**config.mk**
```make
export PLATFORM = sky130hd
export DESIGN_NAME = id_decode_stage
export DESIGN_NICKNAME = d
export VERILOG_FILES = /design/src/rtl/mips_defs_pkg.sv /design/src/rtl/id_decode_stage_main_dec.sv /design/src/rtl/id_decode_stage.sv
export SDC_FILE = /design/constraint.sdc
export NUM_CORES = 1
export LEC_CHECK = 0
export ABC_AREA = 1
export BUFFER_PORTS_ARGS = -buffer_cell sky130_fd_sc_hd__clkbuf_2
export CORE_ASPECT_RATIO = 0.7
export CORE_MARGIN = 8
export CORE_UTILIZATION = 27
export CTS_CLUSTER_DIAMETER = 40
export DETAILED_ROUTE_END_ITERATION = 10
export PLACE_DENSITY = 0.52
export SLEW_MARGIN = 0
export SYNTH_ARGS = -nofsm -noshare
export SYNTH_HDL_FRONTEND = slang
export SYNTH_SLANG_ARGS = --single-unit
```
**constraint.sdc**
```tcl
create_clock -name clk -period 1.9 [get_ports clk]
set_input_delay 0.19 -clock clk [delete_from_list [all_inputs] [get_ports clk]]
set_output_delay 0.19 -clock clk [all_outputs]
set_load 0.005 [all_outputs]
```
**src/rtl/mips_defs_pkg.sv**
```systemverilog
// mips_defs_pkg: shared MIPS decode definitions.
//   - opcode (OP_*) and R-type funct (FN_*) encodings
//   - alu_op_e: ALU operation code driven to the execute stage
//   - ctrl_t: bundle of main-decoder control outputs
//   - NOP_INST: instruction word used to squash a pipeline slot (sll $0,$0,0)
//   - is_zero_ext_op(): opcodes whose 16-bit immediate is zero-extended
package mips_defs_pkg;

  localparam logic [5:0] OP_RTYPE = 6'h00;
  localparam logic [5:0] OP_J     = 6'h02;
  localparam logic [5:0] OP_JAL   = 6'h03;
  localparam logic [5:0] OP_BEQ   = 6'h04;
  localparam logic [5:0] OP_BNE   = 6'h05;
  localparam logic [5:0] OP_ADDI  = 6'h08;
  localparam logic [5:0] OP_ADDIU = 6'h09;
  localparam logic [5:0] OP_SLTI  = 6'h0A;
  localparam logic [5:0] OP_SLTIU = 6'h0B;
  localparam logic [5:0] OP_ANDI  = 6'h0C;
  localparam logic [5:0] OP_ORI   = 6'h0D;
  localparam logic [5:0] OP_XORI  = 6'h0E;
  localparam logic [5:0] OP_LUI   = 6'h0F;
  localparam logic [5:0] OP_LW    = 6'h23;
  localparam logic [5:0] OP_SW    = 6'h2B;

  localparam logic [5:0] FN_SLL  = 6'h00;
  localparam logic [5:0] FN_SRL  = 6'h02;
  localparam logic [5:0] FN_SRA  = 6'h03;
  localparam logic [5:0] FN_JR   = 6'h08;
  localparam logic [5:0] FN_ADD  = 6'h20;
  localparam logic [5:0] FN_ADDU = 6'h21;
  localparam logic [5:0] FN_SUB  = 6'h22;
  localparam logic [5:0] FN_SUBU = 6'h23;
  localparam logic [5:0] FN_AND  = 6'h24;
  localparam logic [5:0] FN_OR   = 6'h25;
  localparam logic [5:0] FN_XOR  = 6'h26;
  localparam logic [5:0] FN_NOR  = 6'h27;
  localparam logic [5:0] FN_SLT  = 6'h2A;
  localparam logic [5:0] FN_SLTU = 6'h2B;

  localparam logic [31:0] NOP_INST = 32'h0000_0000;

  typedef enum logic [3:0] {
    ALU_ADD  = 4'd0,
    ALU_SUB  = 4'd1,
    ALU_AND  = 4'd2,
    ALU_OR   = 4'd3,
    ALU_XOR  = 4'd4,
    ALU_NOR  = 4'd5,
    ALU_SLT  = 4'd6,
    ALU_SLTU = 4'd7,
    ALU_SLL  = 4'd8,
    ALU_SRL  = 4'd9,
    ALU_SRA  = 4'd10,
    ALU_LUI  = 4'd11
  } alu_op_e;

  typedef struct packed {
    logic    reg_write;
    logic    reg_dst;
    logic    alu_src;
    logic    mem_read;
    logic    mem_write;
    logic    mem_to_reg;
    logic    branch_eq;
    logic    branch_ne;
    logic    jump;
    logic    link;
    alu_op_e alu_op;
    logic    illegal;
  } ctrl_t;

  // Logical immediates (ANDI/ORI/XORI) and LUI take imm16 unsigned.
  function automatic logic is_zero_ext_op(input logic [5:0] opcode);
    return (opcode == OP_ANDI) || (opcode == OP_ORI) ||
           (opcode == OP_XORI) || (opcode == OP_LUI);
  endfunction

endpackage

```
**src/rtl/id_decode_stage_main_dec.sv**
```systemverilog
// main_dec: purely combinational MIPS main decoder.
// Ports:
//   opcode      in  6   inst[31:26]
//   funct       in  6   inst[5:0]
//   ctrl        out     control bundle (controls, alu_op, illegal), ungated
//   sign_extend out 1   1 = sign-extend imm16, 0 = zero-extend
// Unsupported opcode/funct yields illegal=1 with every control low.
module main_dec
  import mips_defs_pkg::*;
(
  input  logic [5:0] opcode,
  input  logic [5:0] funct,
  output ctrl_t      ctrl,
  output logic       sign_extend
);

  always_comb begin
    ctrl        = '0;
    ctrl.alu_op = ALU_ADD;
    sign_extend = ~is_zero_ext_op(opcode);

    case (opcode)
      OP_RTYPE: begin
        ctrl.reg_write = 1'b1;
        ctrl.reg_dst   = 1'b1;
        case (funct)
          FN_ADD, FN_ADDU: ctrl.alu_op = ALU_ADD;
          FN_SUB, FN_SUBU: ctrl.alu_op = ALU_SUB;
          FN_AND:          ctrl.alu_op = ALU_AND;
          FN_OR:           ctrl.alu_op = ALU_OR;
          FN_XOR:          ctrl.alu_op = ALU_XOR;
          FN_NOR:          ctrl.alu_op = ALU_NOR;
          FN_SLT:          ctrl.alu_op = ALU_SLT;
          FN_SLTU:         ctrl.alu_op = ALU_SLTU;
          FN_SLL:          ctrl.alu_op = ALU_SLL;
          FN_SRL:          ctrl.alu_op = ALU_SRL;
          FN_SRA:          ctrl.alu_op = ALU_SRA;
          FN_JR: begin
            // Register jump: no writeback, target comes from rs.
            ctrl.reg_write = 1'b0;
            ctrl.reg_dst   = 1'b0;
            ctrl.jump      = 1'b1;
          end
          default: begin
            ctrl         = '0;
            ctrl.alu_op  = ALU_ADD;
            ctrl.illegal = 1'b1;
          end
        endcase
      end
      OP_J: ctrl.jump = 1'b1;
      OP_JAL: begin
        // $31 is selected downstream from link.
        ctrl.jump      = 1'b1;
        ctrl.link      = 1'b1;
        ctrl.reg_write = 1'b1;
      end
      OP_BEQ: begin
        ctrl.branch_eq = 1'b1;
        ctrl.alu_op    = ALU_SUB;
      end
      OP_BNE: begin
        ctrl.branch_ne = 1'b1;
        ctrl.alu_op    = ALU_SUB;
      end
      OP_ADDI, OP_ADDIU, OP_SLTI, OP_SLTIU,
      OP_ANDI, OP_ORI, OP_XORI, OP_LUI: begin
        ctrl.reg_write = 1'b1;
        ctrl.alu_src   = 1'b1;
        case (opcode)
          OP_SLTI:  ctrl.alu_op = ALU_SLT;
          OP_SLTIU: ctrl.alu_op = ALU_SLTU;
          OP_ANDI:  ctrl.alu_op = ALU_AND;
          OP_ORI:   ctrl.alu_op = ALU_OR;
          OP_XORI:  ctrl.alu_op = ALU_XOR;
          OP_LUI:   ctrl.alu_op = ALU_LUI;
          default:  ctrl.alu_op = ALU_ADD;
        endcase
      end
      OP_LW: begin
        ctrl.reg_write  = 1'b1;
        ctrl.alu_src    = 1'b1;
        ctrl.mem_read   = 1'b1;
        ctrl.mem_to_reg = 1'b1;
      end
      OP_SW: begin
        ctrl.alu_src   = 1'b1;
        ctrl.mem_write = 1'b1;
      end
      default: ctrl.illegal = 1'b1;
    endcase
  end

endmodule

```
**src/rtl/id_decode_stage.sv**
```systemverilog
// id_decode_stage: IF/ID pipeline register plus main decoder.
// Captures the fetched instruction/PC; decode outputs are combinational
// from the registered instruction, so they appear one cycle after capture.
// Ports:
//   clk, rst                 clock, async active-high reset
//   if_valid/if_inst/if_pc   fetch slot
//   stall                    hold IF/ID contents
//   flush                    squash IF/ID contents (wins over stall)
//   id_valid/id_pc/id_pc_plus4
//   rs rt rd shamt imm16 jidx  raw fields, always reflect the held word
//   sign_extend              immediate extension mode for imm16
//   reg_write..link, alu_op  main-decoder controls
//   illegal                  valid slot holds unsupported opcode/funct
// Optional build macro ID_PERF_CNT_EN adds perf_inst_cnt/perf_stall_cnt.
// Handshake: no backpressure here; stall/flush are sampled every edge
// and a slot is live only while id_valid=1.
module id_decode_stage
  import mips_defs_pkg::*;
#(
  parameter logic [31:0] RESET_PC = 32'hBFC0_0000,
  parameter logic [31:0] NOP_INST = mips_defs_pkg::NOP_INST
) (
  input  logic        clk,
  input  logic        rst,
  input  logic        if_valid,
  input  logic [31:0] if_inst,
  input  logic [31:0] if_pc,
  input  logic        stall,
  input  logic        flush,
  output logic        id_valid,
  output logic [31:0] id_pc,
  output logic [31:0] id_pc_plus4,
  output logic [4:0]  rs,
  output logic [4:0]  rt,
  output logic [4:0]  rd,
  output logic [4:0]  shamt,
  output logic [15:0] imm16,
  output logic        sign_extend,
  output logic [25:0] jidx,
  output logic        reg_write,
  output logic        reg_dst,
  output logic        alu_src,
  output logic        mem_read,
  output logic        mem_write,
  output logic        mem_to_reg,
  output logic        branch_eq,
  output logic        branch_ne,
  output logic        jump,
  output logic        link,
  output alu_op_e     alu_op,
  output logic        illegal
`ifdef ID_PERF_CNT_EN
  ,
  output logic [31:0] perf_inst_cnt,
  output logic [31:0] perf_stall_cnt
`endif
);

  logic [31:0] id_inst;
  ctrl_t       dec_ctrl;
  ctrl_t       out_ctrl;

  // IF/ID register: flush > stall > load. Flush keeps id_pc so the
  // squashed slot still carries a meaningful PC for debug.
  always_ff @(posedge clk or posedge rst) begin
    if (rst) begin
      id_inst  <= NOP_INST;
      id_pc    <= RESET_PC;
      id_valid <= 1'b0;
    end else if (flush) begin
      id_inst  <= NOP_INST;
      id_valid <= 1'b0;
    end else if (!stall) begin
      id_inst  <= if_inst;
      id_pc    <= if_pc;
      id_valid <= if_valid;
    end
  end

`ifdef ID_PERF_CNT_EN
  always_ff @(posedge clk or posedge rst) begin
    if (rst) begin
      perf_inst_cnt  <= '0;
      perf_stall_cnt <= '0;
    end else begin
      if (id_valid && !stall && !flush) perf_inst_cnt <= perf_inst_cnt + 32'd1;
      if (stall && !flush)              perf_stall_cnt <= perf_stall_cnt + 32'd1;
    end
  end
`endif

  assign id_pc_plus4 = id_pc + 32'd4;
  assign rs          = id_inst[25:21];
  assign rt          = id_inst[20:16];
  assign rd          = id_inst[15:11];
  assign shamt       = id_inst[10:6];
  assign imm16       = id_inst[15:0];
  assign jidx        = id_inst[25:0];

  main_dec u_main_dec (
    .opcode      (id_inst[31:26]),
    .funct       (id_inst[5:0]),
    .ctrl        (dec_ctrl),
    .sign_extend (sign_extend)
  );

  // An empty slot (reset, flush, bubble) decodes the NOP word as sll, so
  // every control is cleared here rather than only the side-effecting
  // ones; this gives a clean all-zero/ALU_ADD bundle for empty slots.
  always_comb begin
    out_ctrl = dec_ctrl;
    if (!id_valid) begin
      out_ctrl        = '0;
      out_ctrl.alu_op = ALU_ADD;
    end
  end

  assign reg_write  = out_ctrl.reg_write;
  assign reg_dst    = out_ctrl.reg_dst;
  assign alu_src    = out_ctrl.alu_src;
  assign mem_read   = out_ctrl.mem_read;
  assign mem_write  = out_ctrl.mem_write;
  assign mem_to_reg = out_ctrl.mem_to_reg;
  assign branch_eq  = out_ctrl.branch_eq;
  assign branch_ne  = out_ctrl.branch_ne;
  assign jump       = out_ctrl.jump;
  assign link       = out_ctrl.link;
  assign alu_op     = out_ctrl.alu_op;
  assign illegal    = out_ctrl.illegal;

endmodule

```
* Word level (Yosys, flattened, before mapping)
Index checks and enable logic that the tools add are counted.
Widths: inputs -> output; s select.
** Storage, ports and cells
- Bits of input ports :: 69
- Register bits after elaboration :: 65
- Output and inout port bits :: 143
- Logic and storage cells :: 71
** Operators by class
- Add/subtract/negate cells :: 1
- Equal/unequal tests :: 28
- Reduce and logical (&&, ||, !) cells :: 15
- Multiplexer cells :: 21
- Bitwise gates (word level) :: 3
** Operators with widths (number)
- $eq 6x6->1 const B :: 12
- $mux 32 :: 2
- $eq 6x4->1 const B :: 9
- $pmux 4 s10 :: 1
- $add 32x3->32 const B :: 1
- $reduce_or 14->1 :: 2
- $eq 6x2->1 const B :: 4
- $pmux 4 s6 :: 1
- $reduce_or 10->1 :: 2
- $mux 15 :: 1
- $reduce_or 13->1 :: 1
- $eq 6x3->1 const B :: 2
- $logic_not 6->1 :: 2
- $pmux 4 s3 :: 1
- $mux 1 :: 11
- $reduce_or 8->1 :: 1
- $pmux 1 s2 :: 3
- $reduce_or 2->1 :: 3
- $logic_or 1x1->1 :: 3
- $not 1->1 :: 3
- $mux 2 :: 1
- $ne 2x1->1 const B :: 1
- $reduce_and 2->1 :: 1

* Depth between registers and ports, before layout
- Depth in word-level cells :: 5
- Mapped depth :: 9
- Gate-level depth less buffers :: 9

* By module
Synthesis repeated with hierarchy kept, for this count alone.
** Unflattened totals
- Cells, all modules :: 636
- Area, all modules :: 4391.7 um^2
** Modules (own cells, without submodules)
- id_decode_stage :: cells an instance 537, area an instance 3910.0 um^2, times used 1, sequential area each 1637.8 um^2
- main_dec :: cells an instance 99, area an instance 481.7 um^2, times used 1, sequential area each 0.0 um^2

* Least setup slack after synthesis
No wires, ideal clock.
- Path kind :: flip-flop to output port
- Start point :: register id_pc[2]
- End point :: output id_pc_plus4[18]
- Arrival :: 1.385 ns
- Data required time :: 1.710 ns
- Cell stages (with the launch flop) :: 7
- Slack :: 0.325 ns
- Path buffers :: 0
- Path through :: dfrtp_1 -> ha_1 -> nand3_2 -> nor3_4 -> nand2_2 -> nor2_4 -> xor2_1
** On the way
- Cells in the longest elaborated chain, start to end :: 1
** RTL lines
- start, declared :: line id_decode_stage.sv:31 : output logic [31:0] id_pc,
- start signal, assigned :: line id_decode_stage.sv:75 : id_pc <= if_pc;
- $add 32x3->32 :: line id_decode_stage.sv:92 : assign id_pc_plus4 = id_pc + 32'd4;
- end, declared :: line id_decode_stage.sv:32 : output logic [31:0] id_pc_plus4,
Every way passes these cells.

* Worst setup path after layout
Same ends and word-level chain as after synthesis.

==> flow_metrics.env <==
export IMPL_timing_max_slew_rel_slack_pct=70.97
export IMPL_tightestPinTransition_ns=0.4344
export IMPL_cp_slowest_cell="sky130_fd_sc_hd__dfrtp_1"
export IMPL_pre_cts_slack_ns=0.2036
export IMPL_std_cell_rows=38
export IMPL_timing_final_max_slew_violations=0
export IMPL_routing_usage_on_met3_pct=6.532
export IMPL_route_detailed_wl_per_inst_um=15.46
export IMPL_category_of_the_critical_setup_timing_path="reg2out"
export IMPL_antenna_viol_nets_final=0
export IMPL_netlist_area_before_placement_sq_um=4254
export IMPL_path_clk_slew_ns=0.06
export IMPL_layout_min_cycle_time_ns=1.938
export IMPL_rsz0062_at_grt="yes"
export IMPL_post_dp_cell_area_sq_um=5140
export IMPL_detail_route_first_pass_iterations=4
export IMPL_max_cap_violations=0
export IMPL_latest_clock_arrival_within_the_worst_skew_pair_ns=0.33
export IMPL_hold_path_startpoint="if_inst[17]"
export IMPL_worstPathCellList="ha_4, nand3_4, nor3_4, nand2_2, nor2_4, xor2_1, buf_2"
export IMPL_drt_iter0_markers=283
export IMPL_crit_reg2reg_launch="id_pc[2]"
export IMPL_power_frac_clock_pct=40.7
export IMPL_critical_path_startpoint="id_pc[2]"
export IMPL_p_leak_nw=3.176
export IMPL_p_comb_share_pct=23.5
export IMPL_cts_root_buf="sky130_fd_sc_hd__clkbuf_16"
export IMPL_clockBufferDepth=2
export IMPL_start_util_pct=27.53
export IMPL_met2_track_demand_over_resource_in_global_routing_pct=24.20
export IMPL_fin_total_pwr_mw=4.778
export IMPL_fp_dieH_um=121.0
export IMPL_avg_synthesized_cell_area_sq_um=7.078
export IMPL_groute_layer_met1_usage_pct=18.24
export IMPL_synth_area_leaders="sky130_fd_sc_hd__dfrtp_1 (33%), sky130_fd_sc_hd__nand2_1 (17%), sky130_fd_sc_hd__buf_4 (11%)"
export IMPL_detail_route_wirelength_mm=15.40
export IMPL_die_area_sq_um=20090
export IMPL_cp_top_family="simple AND/OR/NAND/NOR gates"
export IMPL_most_common_cell_after_layout_fill_and_taps_aside="sky130_fd_sc_hd__clkbuf_2"
export IMPL_detailed_place_hpwl_mm=11.83
export IMPL_grt_max_degree=66
export IMPL_netlist_top_cell_by_area="sky130_fd_sc_hd__dfrtp_1"
export IMPL_p_switching_mw=1.463
export IMPL_i_o_pins=212
export IMPL_globalRouteOverflowTotal=0
export IMPL_fin_nets=861
export IMPL_cp_required_ns=1.71
export IMPL_synthesized_flop_and_latch_total=65
export IMPL_final_critical_path_setup_slack_ns=-0.03823
export IMPL_layout_cells_most_common_list="sky130_fd_sc_hd__clkbuf_2 (204), sky130_fd_sc_hd__nand2_1 (173), sky130_fd_sc_hd__nand3_1 (48)"
export IMPL_report_final_hold_viol_count=0
export IMPL_number_of_global_route_vias_before_repair=4424
export IMPL_antenna_found_initial=0
export IMPL_layout_cells_sized_above_1_pct=49.75
export IMPL_critical_path_startpoint_type="flip-flop"
export IMPL_area_growth_pct=43.44
export IMPL_sinks_on_clock_net=65
export IMPL_routed_via_count=4425
export IMPL_worst_setup_path_end_kind="primary output"
export IMPL_track_usage_pct=14.93
export IMPL_max_freq_ghz=0.5159
export IMPL_pwr_share_seq_pct=35.7
export IMPL_outcome="finished with violations"
export IMPL_ys_warn_count=0
export IMPL_power_switching_share_pct=30.61
export IMPL_timing_critical_path_buf_inv=1
export IMPL_cts_buffers_inserted=9
export IMPL_chipWidth_um=166.0
export IMPL_post_synth_top_area_fraction_pct=32.94
export IMPL_synth_seq_area_share_pct=38.50
export IMPL_finalClockSkew_ns=0
export IMPL_cp_arrival_ns=1.75
export IMPL_viasPerCell=4.443
export IMPL_totalNegativeSetupSlack_ns=-0.06517
export IMPL_gr_max_usage_layer="met2"
export IMPL_grt_first_pass_wirelength_mm=24.16
export IMPL_finalWeightedCongestion=0.8563
export IMPL_violations="setup timing"
export IMPL_antenna_diode_count=0
export IMPL_cts_htree_levels=3
export IMPL_p_per_area_nw_per_um2=783.1
export IMPL_tritoncts_clock_tree="built"
export IMPL_drc=0
export IMPL_synthDistinctLibCells=27
export IMPL_synth_cells=601
export IMPL_critical_path_max_stage_delay_ns=0.41
export IMPL_setup_viol=3
export IMPL_critical_path_max_fanout=4
export IMPL_synth_nets=671
export IMPL_part_of_the_cycle_the_worst_path_needs_pct=102.0
export IMPL_fin_util_pct=39.49
export IMPL_power_ir_vdd_worst_v=0.0003985
export IMPL_core_area_sq_um=15450
export IMPL_p_int_mw=3.315
export IMPL_post_route_cell_area_sq_um=6102
export IMPL_port_buffers=211
export IMPL_worst_hold_path_type="in2reg"
[power groups by stage]
stage	sequential, mW	combinational (mW)	clock (mW)
after floorplan	1.69	0.512	0
after global placement	1.71	0.949	0
after detailed placement	1.71	0.942	0
after CTS	1.68	1.03	2.00
after global routing	1.73	1.25	2.06
final	1.71	1.12	1.95
[per-layer routing]
metal / part of all wire (%) / up-vias
li1: - / 2202
met1: 45 / 2048
met5: 0 / -
met3: 9.4 / 12
met4: 0.81 / 0
met2: 45 / 163
[Yosys cell counts (all sizes together)]
cell	count
o211ai	1
a21oi	4
dfrtp	56
a31oi	1
nand3b	1
buf	73
o22ai	1
nand2	197
nand4	4
nor2	58
dfstp	9
inv	55
clkbuf	8
xor2	18
o21ai	42
ha	1
nor3b	1
nor3	19
nand3	52
[cells by family after synthesis]
| logic type | after synthesis | synth area share, % |
|---|---|---|
| buf+inv | 136 | 17.97 |
| fa+ha+maj | 1 | 0.2941 |
| simple gates | 332 | 33.65 |
| compound gates | 49 | 5.883 |
| xor+xnor | 18 | 3.706 |
| flops | 65 | 38.50 |
[repair_timing]
item	4_1_cts	5_1_grt
gates resized for setup	30	91
endpoints found under the hold margin	56	0
setup endpoints to repair	27	33
buffers inserted	14	20
hold buffers	1	0
pin swaps	14	27
[state kept, by name, summed over array words and instances, names as in the netlist]
| name | flops |
|---|---|
| id_pc | 32 |
| id_valid | 1 |
| id_inst | 32 |
[path summary, 6_finish.rpt]
check,slack (ns),cells past startpoint,to
min reg2reg,0.49,2,id_pc[1]
min in group asynchronous,0.47,4,id_valid
max reg2reg,0.80,4,id_pc[2]
min,0.05,3,id_inst[17]
max,-0.04,7,id_pc_plus4[18]
max in group asynchronous,1.10,4,id_pc[28]
[stage by stage]
stage / hold slack, ns / std cells
final: 0.05151 / 996
after CTS: 0.04158 / 976
after global routing: 0.05126 / 996
after global placement: 0.2827 / 945
after floorplan: 0.2996 / 601
after detailed placement: 0.2822 / 945
[layout make-up]
class	instances	area [sq um]
sequential	65	1662
clock inverter	7	118.9
fill	1647	9350
tap	200	250.2
inverter	55	209.0
clock buffer	9	225.2
timing repair buffer	260	1455
multi-input combinational	400	2182
[worst register-to-register path, delay by kind of cell, from the launching register on]
kind,cells,cell delay (ns)
AOI/OAI and AO/OA,1,0.11
buffers and inverters,3,0.46
DFF,1,0.42
Note: power is estimated with default switching activity, not from simulation.
